## src/rtl/fifo_ram_ctrl.sv

```systemverilog
// fifo_ram_ctrl: initiator-side controller for a dual-port FIFO RAM.
// It owns the write/read pointers and the occupancy count, and drives the RAM
// control, address and write-data lines. Read data is registered from the RAM's
// combinational read port, so a pop has a latency of one cycle.
// Optional feature macro: FIFO_ERR_STICKY_EN. When it is defined, overflow and
// underflow stay set until reset. When it is undefined, each one pulses for a
// single cycle.
module fifo_ram_ctrl #(
  parameter int unsigned RAM_WIDTH       = 4,
  parameter int unsigned ADDR_SIZE       = 3,
  parameter int unsigned ALMOST_FULL_TH  = 6,
  parameter int unsigned ALMOST_EMPTY_TH = 2
) (
  input  logic                 clk,
  input  logic                 reset_L,
  input  logic                 push,
  input  logic                 pop,
  input  logic [RAM_WIDTH-1:0] data_in,
  input  logic [RAM_WIDTH-1:0] ram_rdata,
  output logic [1:0]           ram_state,
  output logic                 ram_enable,
  output logic [ADDR_SIZE-1:0] ram_addr_in,
  output logic [ADDR_SIZE-1:0] ram_addr_out,
  output logic [RAM_WIDTH-1:0] ram_wdata,
  output logic [RAM_WIDTH-1:0] data_out,
  output logic                 valid_out,
  output logic [ADDR_SIZE:0]   count,
  output logic                 full,
  output logic                 empty,
  output logic                 almost_full,
  output logic                 almost_empty,
  output logic                 overflow,
  output logic                 underflow
);

  localparam int unsigned DEPTH = 2 ** ADDR_SIZE;
  localparam int unsigned CW    = ADDR_SIZE + 1;

  localparam logic [ADDR_SIZE:0] CountFull = CW'(DEPTH);
  localparam logic [ADDR_SIZE:0] AfTh      = CW'(ALMOST_FULL_TH);
  localparam logic [ADDR_SIZE:0] AeTh      = CW'(ALMOST_EMPTY_TH);

  logic [ADDR_SIZE-1:0] wr_ptr_q, wr_ptr_d;
  logic [ADDR_SIZE-1:0] rd_ptr_q, rd_ptr_d;
  logic [ADDR_SIZE:0]   count_q, count_d;
  logic [RAM_WIDTH-1:0] data_out_q, data_out_d;
  logic                 valid_q, valid_d;
  logic                 overflow_q, overflow_d;
  logic                 underflow_q, underflow_d;

  logic push_ok, pop_ok, push_rej, pop_rej;

  // The status flags decode only the registered count, so push and pop have no
  // combinational path to them.
  always_comb begin
    full         = (count_q == CountFull);
    empty        = (count_q == '0);
    almost_full  = (count_q >= AfTh);
    almost_empty = (count_q <= AeTh);
  end

  // Accept decode. A push into a full FIFO is allowed when a pop frees a slot in
  // the same cycle. A push into an empty FIFO is never bypassed to the read side.
  always_comb begin
    pop_ok   = pop & ~empty;
    push_ok  = push & (~full | pop_ok);
    push_rej = push & ~push_ok;
    pop_rej  = pop & ~pop_ok;
  end

  // RAM drive. While reset is asserted the drive is forced to zero so that no
  // write happens and the lines are quiet.
  always_comb begin
    ram_state    = reset_L ? {push_ok, pop_ok} : 2'b00;
    ram_enable   = ram_state[0];
    ram_addr_in  = reset_L ? wr_ptr_q : '0;
    ram_addr_out = reset_L ? rd_ptr_q : '0;
    ram_wdata    = reset_L ? data_in : '0;
  end

  // Next-state computation for the pointers, the count, read data and the error flags.
  always_comb begin
    wr_ptr_d   = wr_ptr_q;
    rd_ptr_d   = rd_ptr_q;
    count_d    = count_q;
    data_out_d = data_out_q;
    valid_d    = 1'b0;

    if (push_ok) begin
      wr_ptr_d = wr_ptr_q + ADDR_SIZE'(1);
    end
    if (pop_ok) begin
      rd_ptr_d   = rd_ptr_q + ADDR_SIZE'(1);
      data_out_d = ram_rdata;
      valid_d    = 1'b1;
    end

    unique case ({push_ok, pop_ok})
      2'b10:   count_d = count_q + CW'(1);
      2'b01:   count_d = count_q - CW'(1);
      default: count_d = count_q;
    endcase

`ifdef FIFO_ERR_STICKY_EN
    overflow_d  = overflow_q | push_rej;
    underflow_d = underflow_q | pop_rej;
`else
    overflow_d  = push_rej;
    underflow_d = pop_rej;
`endif
  end

  // State registers, cleared asynchronously.
  always_ff @(posedge clk or negedge reset_L) begin
    if (!reset_L) begin
      wr_ptr_q    <= '0;
      rd_ptr_q    <= '0;
      count_q     <= '0;
      data_out_q  <= '0;
      valid_q     <= 1'b0;
      overflow_q  <= 1'b0;
      underflow_q <= 1'b0;
    end else begin
      wr_ptr_q    <= wr_ptr_d;
      rd_ptr_q    <= rd_ptr_d;
      count_q     <= count_d;
      data_out_q  <= data_out_d;
      valid_q     <= valid_d;
      overflow_q  <= overflow_d;
      underflow_q <= underflow_d;
    end
  end

  assign count     = count_q;
  assign data_out  = data_out_q;
  assign valid_out = valid_q;
  assign overflow  = overflow_q;
  assign underflow = underflow_q;

endmodule
```

## config.mk

```make
export PLATFORM = sky130hd
export DESIGN_NAME = fifo_ram_ctrl
export DESIGN_NICKNAME = d
export VERILOG_FILES = /design/src/rtl/fifo_ram_ctrl.sv
export SDC_FILE = /design/constraint.sdc
export NUM_CORES = 1
export LEC_CHECK = 0
export BUFFER_PORTS_ARGS = -buffer_cell sky130_fd_sc_hd__buf_2
export CAP_MARGIN = 40
export CORE_ASPECT_RATIO = 1.1
export CORE_MARGIN = 2
export CORE_UTILIZATION = 47
export CTS_CLUSTER_DIAMETER = 120
export CTS_CLUSTER_SIZE = 25
export DETAILED_ROUTE_END_ITERATION = 16
export PLACE_DENSITY = 0.76
export SLEW_MARGIN = 20
export SYNTH_ARGS = -nofsm -noshare
export SYNTH_HDL_FRONTEND = slang
export SYNTH_SLANG_ARGS = --single-unit
```

## constraint.sdc

```tcl
create_clock -name clk -period 3.3 [get_ports clk]
set_clock_uncertainty 0.2 [all_clocks]
set_input_delay 0.165 -clock clk [delete_from_list [all_inputs] [get_ports clk]]
set_output_delay 0.165 -clock clk [all_outputs]
set_load 0.005 [all_outputs]
```

Yosys cells after proc, flatten, opt, wreduce, memory -nomap -nowiden --
Cells that the tools add are included.
Word-level totals: register bits 17, output and inout port bits 28, word-level logic and storage cells 33
Operators by class: mux-type cells 6, add/sub/neg operators 4, order comparisons 2, reduce and logical (&&, ||, !) cells 2, bitwise operators 9, equal/unequal tests 3
Operators by type and width (number):
- 4-bit case mux with 2 select lines | 1
- 3-bit by 1-bit adder with 3-bit output, second input constant | 2
- 3-bit 2-to-1 mux | 2
- 4-bit by 1-bit adder with 4-bit output, second input constant | 1
- 1-bit AND | 4
- 4-bit == test, second input constant | 1
- 4-bit by 3-bit >= comparator with 1-bit output, second input constant | 1
- 4-bit by 2-bit <= comparator with 1-bit output, second input constant | 1
- 4-bit zero test | 1
- 4-bit 2-to-1 mux | 1
- 1-bit inverter | 4
- 4-bit by 1-bit subtractor with 4-bit output, second input constant | 1
- 2-bit by 1-bit == test with 1-bit output, second input constant | 1
- 2-bit == test, second input constant | 1
- 2-bit 2-to-1 mux | 1
- 2-bit nonzero test | 1
- 1-bit 2-to-1 mux | 1
- 1-bit bitwise OR | 1

Logic depth before layout (Yosys ltp) --
word-level depth 7, gate-level depth with buffers 10

Worst setup path after synthesis --
OpenSTA, ideal clock, no wires.
path type register to register, from register count_q[1], in the netlist count[1], to register count_q[3], in the netlist count[3], arrival 2.691 ns, cell stages (with the launch flop) 11, setup slack 0.280 ns, buffers on the path 0, required time 2.971 ns, cells stage by stage dfrtp_1 > or3_4 > o21ai_4 > inv_4 > nand2b_1 > inv_1 > ha_1 > a21o_1 > a21oi_2 > mux2_4 > a2111o_1
Between the ends: word-level cells in the longest chain between the ends 7, elaborated cells on any way between the ends 13, those cells by class add/sub: 2; eq/ne: 3; mux: 1; bitwise: 5; reduce/logical: 2
Ends and longest elaborated chain:
- start: declaration | RTL line 45 | logic [ADDR_SIZE:0] count_q, count_d;
- start signal: assignment | RTL line 126 | count_q <= count_d;
- 4-bit zero test (*) | RTL line 57 | empty = (count_q == '0);
- 1-bit inverter (*) | RTL line 65 | pop_ok = pop & ~empty;
- 1-bit AND (*) | RTL line 65
- named net pop_ok | RTL line 51 | logic push_ok, pop_ok, push_rej, pop_rej;
- 1-bit bitwise OR | RTL line 66 | push_ok = push & (~full | pop_ok);
- 1-bit AND | RTL line 66
- 2-bit by 1-bit == test with 1-bit output or 2-bit == test (tied branches) | RTL line 98 | unique case ({push_ok, pop_ok})
- 4-bit case mux with 2 select lines or 2-bit nonzero test (tied branches)
Mark *: on every way through the listed nets, which the timed path passes. The rest lies on a longest branch. A chain may end at the register's enable or synchronous reset.

Worst setup path in the final report --
Same ends and word-level chain as after synthesis.

==> flow_metrics.tcl <==
set metrics [dict create \
    cp_slowest_stage_delay_ns 0.47 \
    antenna_left 0 \
    top_level_ports 40 \
    peakVddDrop_mv 0.575 \
    initial_core_util_pct 49.4 \
    drv_cap 0 \
    cp.depth 10 \
    htree_levels 1 \
    io_buffers 39 \
    gp_congestion 0.739 \
    setup_viol 0 \
    first_iter_violations 8 \
    drive_gt1_share_pct 38.6 \
    cts_root_buffer "clkbuf_4" \
    syn_area_um2 977 \
    yosysUniqueCellTypes 31 \
    hold_path.class "primary input to flop" \
    hold_violations 0 \
    synthTopCellsByCount "nand2_1, dfrtp_1, and2_1, xnor2_1, inv_1" \
    diodes 0 \
    grt_max_degree 29 \
    synth_top_area_share_pct 43.5 \
    ys.flop_type "dfrtp_1" \
    cp.buffers_inverters 2 \
    post_cts_buffers 0 \
    crit_fanout 8 \
    nNetsFinal 158 \
    path_class "flop to flop" \
    viasPerCell 4.77 \
    status "finished clean" \
    wirelength_um 1920 \
    grt_pass1_wl_um 3040 \
    cts_tree "yes" \
    grt_pass1_vias 694 \
    synth_area_per_cell_um2 10.2 \
    arrival_ns 3.09 \
    clock_latency_ns 0.29 \
    n_fill_cell 171 \
    seq_area_um2 425 \
    num_vias 801 \
    holdPathStages 3 \
    cts_resized 0 \
    cts_buffers 3 \
    overflow 0 \
    clock-sinks 17 \
    synth_warnings 0 \
    rsz0062_at_grt "false" \
    cts_max_path_buffers 2 \
    core_um2 1980 \
    hold_path_startpoint "pop" \
    rr_startpoint "count[1]" \
    crit_chain "or3_4 > o21ai_4 > inv_4 > nand2b_1 > inv_1 > ha_1 > a21o_1 > a21oi_2 > mux2_4 > a2111o_1" \
    startpoint_type "flop" \
    r2r_end "count[3]" \
    min_to "valid_out" \
    yosysMostFrequentCell "nand2_1" \
    worstMarginPinSlew_ns 0.471 \
    power.density_nw_per_um2 756 \
    synth_nets 113 \
    die_w_um 47.5 \
    slowest_stage "dfrtp_1" \
    synth_area_leaders "dfrtp_1, and2_1, nand2_1" \
    end_kind "flop" \
    area_delta_synth_final_pct 29.6 \
    slew_violations 0 \
    post-route-util_pct 64.0 \
    die_area_um2 2460 \
    multi_input_area_um2 500 \
    routedWlPerCell_um 11.5 \
    grt_antenna_before_repair 0 \
    syn_inst 96 \
    track_usage_pct 17.6 \
    dp_hpwl_um 1410 \
    synthArstFlopShare_pct 100 \
    timing.fmax_mhz 322 \
    r2r_setup_slack_ns 0.20 \
    leakagePower_nw 0.681 \
    drc 0 \
    synth_edf_count 0 \
    layout_min_cycle_time_ns 3.10 \
    synth.ff_latch_count 17 \
    path_clk_slew_ns 0.10 \
    cp-startpoint "count[1]" \
    setup_tns_ns 0 \
    synth_seq_area_share_pct 43.5 \
    synth_area_leader_cell "dfrtp_1" \
    final.period_utilization_pct 94.0 \
    rows 17 \
    critical_path_required_ns 3.28 \
    die_height_um 51.8 \
    slew-limit-headroom_pct 68.6 \
    reg2reg_depth 10 \
    first_pass_iters 4 \
    crit_family "compound AO/OA/AOI/OAI gates" \
]
-- stage by stage --
stage | instance area, um^2 | cells | total power, mW | hold WS (ns) | worst slack, ns
global route | 1270 | 168 | 1.04 | 0.0245 | 0.0317
CTS | 1270 | 168 | 0.966 | 0.0276 | 0.193
detailed placement | 1190 | 159 | 0.847 | -0.0494 | 0.233
global placement | 1190 | 159 | 0.824 | -0.0591 | 0.321
finish | 1270 | 168 | 0.957 | 0.0262 | 0.199
floorplan | 977 | 96 | 0.692 | -0.331 | 0.280
-- power by group --
part / leakage [nW] / switching, mW / internal (mW)
clock network: 0.0177 / 0.0674 / 0.0452
registers: 0.206 / 0.0958 / 0.292
logic: 0.457 / 0.205 / 0.252
total: 0.681 / 0.368 / 0.588
-- layer usage --
layer  share of wire [%]  wire length, um  GRT usage (%)  up-vias
met5                   0                0              0        -
met4                 1.9               36           10.2        0
met3                 5.9              114           4.17        5
met2                  47              904           26.1       31
met1                  45              869           22.7      364
li1                    -                -              -      401
-- cell usage in the layout, fill, tap and decap left out, drive strengths merged --
cell type and count:
or3 1, nor4 1, a21o 2, o211ai 1
and2 11, nand2 19, mux2 3, o22ai 1
o21ai 2, dfrtp 17, a211oi 1, xor2 1
xnor2 6, nor2 4, nand2b 3, mux2i 1
a21oi 1, fa 1, a31oi 1, clkinv 1
nor3 2, nor4b 1, ha 4, dlygate4sd3 5
buf 40, a2111o 1, clkbuf 3, inv 6
-- worst reg2reg max path, delay by kind of cell (launching register included) --
family | cells | cell delay, ns
flip-flops | 1 | 0.47
buffers and inverters | 2 | 0.15
adder cells (fa/ha/maj) | 1 | 0.27
AO/OA/AOI/OAI | 4 | 1.00
AND/OR/NAND/NOR | 2 | 0.58
multiplexers | 1 | 0.33
-- flip-flops by register name, summed over array words and instances, names as in the netlist --
signal	count
overflow	1
valid_out	1
data_out	4
rd_ptr_q	3
underflow	1
count	4
wr_ptr_q	3
-- logic make-up (layout without fill, tap and decap cells) --
kind of cell	after synthesis	in the layout	share of synthesized area, %
xor gates and xnor gates	7	7	6.27
adders and majority gates	5	5	7.17
AOI/OAI and AO/OA	10	10	10.8
muxes	4	4	5.25
buffers and inverters	11	55	5.25
DFF	17	17	43.5
and+or+nand+nor	42	42	21.8
-- worst max-delay path by stage --
| stage | endpoint | slack, ns |
|---|---|---|
| floorplan | count[3] | 0.28 |
| global placement | count[3] | 0.32 |
| detailed placement | count[3] | 0.23 |
| CTS | count[3] | 0.19 |
| global route | count[3] | 0.03 |
| finish | count[3] | 0.20 |
-- what timing repair did --
action	4_1_cts	5_1_grt
hold buffers	5	0
hold endpoints to repair	21	0
setup endpoints to repair	0	0
-- layout make-up --
type,instances,share of cell area (%)
multi-input combinational,68,39.5
timing repair buffer,45,20.0
tap,28,2.77
inverter,6,1.98
sequential,17,33.6
clock buffer,3,1.78
clock inverter,1,0.395
(Power assumes the default switching activity.)
